<file path="config.mk">
export PLATFORM = sky130hd
export DESIGN_NAME = div_unit
export DESIGN_NICKNAME = d
export VERILOG_FILES = /design/src/rtl/div_pkg.sv /design/src/rtl/div_step.sv /design/src/rtl/div_unit.sv
export SDC_FILE = /design/constraint.sdc
export NUM_CORES = 1
export LEC_CHECK = 0
export BUFFER_PORTS_ARGS = -buffer_cell sky130_fd_sc_hd__buf_2
export CAP_MARGIN = 30
export CORE_ASPECT_RATIO = 2
export CORE_MARGIN = 8
export CORE_UTILIZATION = 55
export DETAILED_ROUTE_END_ITERATION = 8
export GPL_ROUTABILITY_DRIVEN = 0
export PLACE_DENSITY_LB_ADDON = 0.15
export SETUP_SLACK_MARGIN = 0.05
export SYNTH_ARGS = -nofsm -noshare
export SYNTH_HDL_FRONTEND = slang
export SYNTH_HIERARCHICAL = 1
export SYNTH_SLANG_ARGS = --single-unit
</file>
<file path="constraint.sdc">
create_clock -name clk -period 6.8 [get_ports clk]
set_input_delay 1.02 -clock clk [delete_from_list [all_inputs] [get_ports clk]]
set_output_delay 1.02 -clock clk [all_outputs]
set_load 0.03 [all_outputs]
</file>
<file path="src/rtl/div_pkg.sv">
// Shared constants, op encodings and the divider FSM state type.
// Also holds the two's-complement conditional negate used for sign handling.
package div_pkg;

  localparam int XLEN = 32;

  localparam logic [1:0] OP_DIV  = 2'b00;
  localparam logic [1:0] OP_DIVU = 2'b01;
  localparam logic [1:0] OP_REM  = 2'b10;
  localparam logic [1:0] OP_REMU = 2'b11;

  localparam logic [XLEN-1:0] DIV0_QUOT = 32'hFFFF_FFFF;
  localparam logic [XLEN-1:0] INT_MIN   = 32'h8000_0000;

  typedef enum logic [1:0] {
    IDLE = 2'b00,
    RUN  = 2'b01,
    DONE = 2'b10
  } state_t;

  function automatic logic [XLEN-1:0] cond_neg(input logic [XLEN-1:0] x, input logic neg);
    return neg ? (~x + 32'd1) : x;
  endfunction

endpackage

</file>
<file path="src/rtl/div_step.sv">
// One restoring-division iteration: shift {R,Q} left, trial-subtract the divisor
// magnitude and set the new quotient bit.
module div_step
  import div_pkg::*;
(
  input  logic [XLEN-1:0] rem,
  input  logic [XLEN-1:0] quo,
  input  logic [XLEN-1:0] dvsr,
  output logic [XLEN-1:0] rem_nxt,
  output logic [XLEN-1:0] quo_nxt
);

  logic [XLEN:0] shifted_s;
  logic [XLEN:0] trial_s;

  // Shifted remainder keeps its carry-out bit: R < |divisor| only bounds 2R+1 to 33 bits.
  always_comb begin
    shifted_s = {rem, quo[XLEN-1]};
    trial_s   = shifted_s - {1'b0, dvsr};
    if (trial_s[XLEN] == 1'b0) begin
      rem_nxt = trial_s[XLEN-1:0];
      quo_nxt = {quo[XLEN-2:0], 1'b1};
    end else begin
      rem_nxt = shifted_s[XLEN-1:0];
      quo_nxt = {quo[XLEN-2:0], 1'b0};
    end
  end

endmodule

</file>
<file path="src/rtl/div_unit.sv">
// Iterative RV32M divider (DIV/DIVU/REM/REMU), one quotient bit per cycle.
// Divide-by-zero and signed overflow bypass the iteration and finish in one cycle.
module div_unit
  import div_pkg::*;
(
  input  logic            clk,
  input  logic            rst_n,
  input  logic            start,
  input  logic [1:0]      op,
  input  logic [XLEN-1:0] dividend,
  input  logic [XLEN-1:0] divisor,
  output logic            busy,
  output logic            valid,
  output logic [XLEN-1:0] result
);

  state_t          state_r;
  logic [4:0]      cnt_r;
  logic [XLEN-1:0] rem_r;
  logic [XLEN-1:0] quo_r;
  logic [XLEN-1:0] dvsr_r;
  logic [XLEN-1:0] result_r;
  logic            is_rem_r;
  logic            q_neg_r;
  logic            r_neg_r;
  logic            busy_r;
  logic            valid_r;

  logic            is_signed_s;
  logic            a_neg_s;
  logic            b_neg_s;
  logic [XLEN-1:0] a_mag_s;
  logic [XLEN-1:0] b_mag_s;
  logic            div0_s;
  logic            ovf_s;
  logic [XLEN-1:0] special_s;
  logic [XLEN-1:0] rem_nxt_s;
  logic [XLEN-1:0] quo_nxt_s;
  logic [XLEN-1:0] final_s;

  div_step u_step (
    .rem     (rem_r),
    .quo     (quo_r),
    .dvsr    (dvsr_r),
    .rem_nxt (rem_nxt_s),
    .quo_nxt (quo_nxt_s)
  );

  // Operand decode on the request: signs, magnitudes and the two early-out cases.
  always_comb begin
    is_signed_s = ~op[0];
    a_neg_s     = is_signed_s & dividend[XLEN-1];
    b_neg_s     = is_signed_s & divisor[XLEN-1];
    a_mag_s     = cond_neg(dividend, a_neg_s);
    b_mag_s     = cond_neg(divisor, b_neg_s);
    div0_s      = (divisor == 32'd0);
    ovf_s       = is_signed_s && (dividend == INT_MIN) && (divisor == 32'hFFFF_FFFF);
    if (div0_s) begin
      special_s = op[1] ? dividend : DIV0_QUOT;
    end else begin
      special_s = op[1] ? 32'd0 : INT_MIN;
    end
  end

  // Sign-corrected result from the last iteration's output, ready for the DONE entry edge.
  always_comb begin
    if (is_rem_r) begin
      final_s = cond_neg(rem_nxt_s, r_neg_r);
    end else begin
      final_s = cond_neg(quo_nxt_s, q_neg_r);
    end
  end

  // Control FSM, iteration registers and registered outputs.
  always_ff @(posedge clk) begin
    if (!rst_n) begin
      state_r  <= IDLE;
      cnt_r    <= 5'd0;
      rem_r    <= 32'd0;
      quo_r    <= 32'd0;
      dvsr_r   <= 32'd0;
      result_r <= 32'd0;
      is_rem_r <= 1'b0;
      q_neg_r  <= 1'b0;
      r_neg_r  <= 1'b0;
      busy_r   <= 1'b0;
      valid_r  <= 1'b0;
    end else begin
      case (state_r)
        IDLE: begin
          valid_r <= 1'b0;
          if (start) begin
            is_rem_r <= op[1];
            q_neg_r  <= a_neg_s ^ b_neg_s;
            r_neg_r  <= a_neg_s;
            busy_r   <= 1'b1;
            if (div0_s || ovf_s) begin
              result_r <= special_s;
              valid_r  <= 1'b1;
              state_r  <= DONE;
            end else begin
              rem_r   <= 32'd0;
              quo_r   <= a_mag_s;
              dvsr_r  <= b_mag_s;
              cnt_r   <= 5'd0;
              state_r <= RUN;
            end
          end else begin
            busy_r <= 1'b0;
          end
        end
        RUN: begin
          rem_r <= rem_nxt_s;
          quo_r <= quo_nxt_s;
          if (cnt_r == 5'd31) begin
            cnt_r    <= 5'd0;
            result_r <= final_s;
            valid_r  <= 1'b1;
            state_r  <= DONE;
          end else begin
            cnt_r <= cnt_r + 5'd1;
          end
        end
        DONE: begin
          valid_r <= 1'b0;
          busy_r  <= 1'b0;
          state_r <= IDLE;
        end
        default: begin
          cnt_r   <= 5'd0;
          valid_r <= 1'b0;
          busy_r  <= 1'b0;
          state_r <= IDLE;
        end
      endcase
    end
  end

  assign busy   = busy_r;
  assign valid  = valid_r;
  assign result = result_r;

endmodule

</file>
==> results.sh <==
export IMPL_status="finished, final reports clean"
export IMPL_hold_buffers=0
export IMPL_root_buffer="clkbuf_16"
export IMPL_drtIter0Drc=904
export IMPL_min_period_ns=5.99
export IMPL_drv_slew=0
export IMPL_cellPowerDensity_nw_per_um2=309
export IMPL_min_period_over_period=0.881
export IMPL_layout_nets=1564
export IMPL_initial_core_util=0.555
export IMPL_clockBufferDepth=2
export IMPL_antenna_found_initial=1
export IMPL_drive_above_1_share=0.139
export IMPL_diodes=0
export IMPL_firstDrtPassIters=5
export IMPL_worstMarginPinSlew_ns=0.999
export IMPL_syn_area_per_cell_um2=7.84
export IMPL_placed_cell_area_um2=11600
export IMPL_num_vias=11055
export IMPL_m1WireLength_um=13100
export IMPL_holdWs_ns=0.459
export IMPL_drc=0
export IMPL_cp_top_family="simple AND/OR/NAND/NOR gates"
export IMPL_route_met2_wl_um=18300
export IMPL_grt_max_degree=70
export IMPL_startpoint_type="register"
export IMPL_syn_nets=1545
export IMPL_rsz0062_at_grt="false"
export IMPL_wl_per_cell_um=20.5
export IMPL_cts_tree="yes"
export IMPL_top_layer="met4"
export IMPL_fin_util=0.601
export IMPL_hold_violations=0
export IMPL_crit_slowest_cell="or4b_4"
export IMPL_synth_cells=1436
export IMPL_fin_area_um2=12200
export IMPL_synth_edf_count=0
export IMPL_die_x_um=117
export IMPL_htree_num_levels=4
export IMPL_worstPathBufferInverterCount=3
export IMPL_path_cells="inv_1 -> ha_1 -> fa_1 -> and2b_1 -> o2111ai_1 -> a21oi_2 -> o2111ai_1 -> a211oi_2 -> nor2_2 -> mux2i_1 -> and2_4 -> inv_2 -> buf_4 -> mux2_4 -> or4_1 -> or4b_4 -> o21ai_2 -> a21oi_1 -> or4_1 -> nor3_1 -> nor2_1"
export IMPL_clkTransAtPathRegs_ns=0.06
export IMPL_async_reset_ff_frac=0
export IMPL_yosysUniqueCellTypes=84
export IMPL_path_class="register to register"
export IMPL_grt_pass1_vias=11000
export IMPL_clkLatencyLatePin_ns=0.45
export IMPL_die_h_um=218
export IMPL_gr_total_overflow=0
export IMPL_cap_violations=0
export IMPL_ys_warn_count=6
export IMPL_port_buffers=102
export IMPL_synth_seq_area_share=0.249
export IMPL_ctsResizeCount=0
export IMPL_core_area_um2=20300
export IMPL_ios=103
export IMPL_grt_usage=0.283
export IMPL_required_ns=7.13
export IMPL_final_common_cell="dfxtp_1"
export IMPL_routed_wl_um=35500
export IMPL_clock_fmax_mhz=167
export IMPL_fillers=1910
export IMPL_synthesis_area_um2=11300
export IMPL_cpPeakStageDelay_ns=0.57
export IMPL_area_growth_pct=8.28
export IMPL_post_cts_repair_setup_buffers=0
export IMPL_ys_seq_elements=140
export IMPL_cp_max_fo=20
export IMPL_rows=74
export IMPL_cts_sinks=140
export IMPL_dr_wl_met3_um=1930
export IMPL_grt_pass1_wl_um=56400
export IMPL_antenna_left=0
export IMPL_end_kind="register"
export IMPL_worst_ep_arrival_time_ns=6.32
export IMPL_hold_class="register to register"
export IMPL_leakage_nw=4.97
export IMPL_final_cell_mix="140 x dfxtp_1, 118 x o21ai_0, 102 x buf_2, 100 x nand2_1, 95 x a21oi_1"
export IMPL_die_area_um2=25600
export IMPL_skew_ns=0.0130
export IMPL_setup_tns_ns=0
export IMPL_setup_viol=0
export IMPL_cts_buffers_inserted=17
export IMPL_relSlewSlack=0.334
export IMPL_synth_main_ff_cell="dfxtp_1"
export IMPL_viasPerCell=6.38
export IMPL_vdd_drop_max_uv=185
export IMPL_hpwl_um=26700
export IMPL_power_total_w=0.00377
## sequential cells by signal, summed over array words and instances, names as in the netlist
| name | flops |
|---|---|
| dvsr_r | 32 |
| quo_r | 32 |
| rem_r | 32 |
| result | 32 |
| cnt_r | 5 |
| state_r | 2 |
| busy | 1 |
| is_rem_r | 1 |
| q_neg_r | 1 |
| r_neg_r | 1 |
| valid | 1 |
## stage by stage
stage | instances | setup WS, ns
after floorplan | 1436 | 1.72
after global placement | 1699 | 0.930
after detailed placement | 1702 | 0.855
after CTS | 1733 | 0.841
after global routing | 1733 | 0.536
final | 1733 | 0.810
## synthesized netlist by cell type (26+ instances only)
cell type  number  share of area
o21ai_0       118          0.052
nor2_1         62          0.021
dfxtp_1       140           0.25
xor2_1         54          0.042
buf_4          33          0.022
nand3_1        48          0.021
xnor2_1        89          0.069
clkbuf_1       63          0.021
o31ai_1        26          0.017
nor2b_1        44          0.024
a22oi_1        42          0.028
nand2_1       100          0.033
ha_1           39          0.043
a21oi_1        95          0.042
inv_1          61          0.020
## area by class of cell
cell class              instances  area (µm²)  area share
clock inverters                13         150      0.0123
inverters                      64         240      0.0197
clock buffers                  18         439      0.0360
repair buffers                124         696      0.0571
multi-input cells            1108        7530       0.618
well taps                     266         333      0.0273
flip-flops and latches        140        2800       0.230
## per-layer routing
metal  up-vias  GRT usage
li1       5261          -
met1      5217      0.289
met2       448      0.501
met3       129     0.0528
met4         0      0.194
met5         -          0
## worst reg2reg max path, delay by kind of cell (launching register included)
| kind | cells | cell delay, ns |
|---|---|---|
| and+or+nand+nor | 8 | 2.47 |
| buffers and inverters | 3 | 0.76 |
| AOI/OAI and AO/OA | 6 | 1.19 |
| DFF | 1 | 0.35 |
| muxes | 2 | 0.49 |
| adders and majority gates | 2 | 0.62 |
## power breakdown
part           internal, W  switching [W]  total [W]
Combinational     0.000732        0.00115    0.00188
Sequential        0.000874      0.0000608   0.000934
Clock             0.000579       0.000375   0.000953
Total              0.00218        0.00158    0.00377
## kinds of logic (layout without fill, tap and decap cells)
logic type	after synthesis	in the layout	synth area share
AOI/OAI and AO/OA	475	475	0.276
and+or+nand+nor	416	416	0.196
buffers and inverters	188	219	0.0837
xor gates and xnor gates	143	143	0.111
DFF	140	140	0.249
adders and majority gates	40	40	0.0451
muxes	34	34	0.0390
## worst paths after layout
check        cells after the start  slack (ns)      start          to
max                             21        0.81  quo_r[31]  result[30]
min                              2        0.46   cnt_r[4]    cnt_r[4]
max reg2reg                     21        0.81  quo_r[31]  result[30]
min reg2reg                      2        0.46   cnt_r[4]    cnt_r[4]
(Power assumes the default switching activity.)
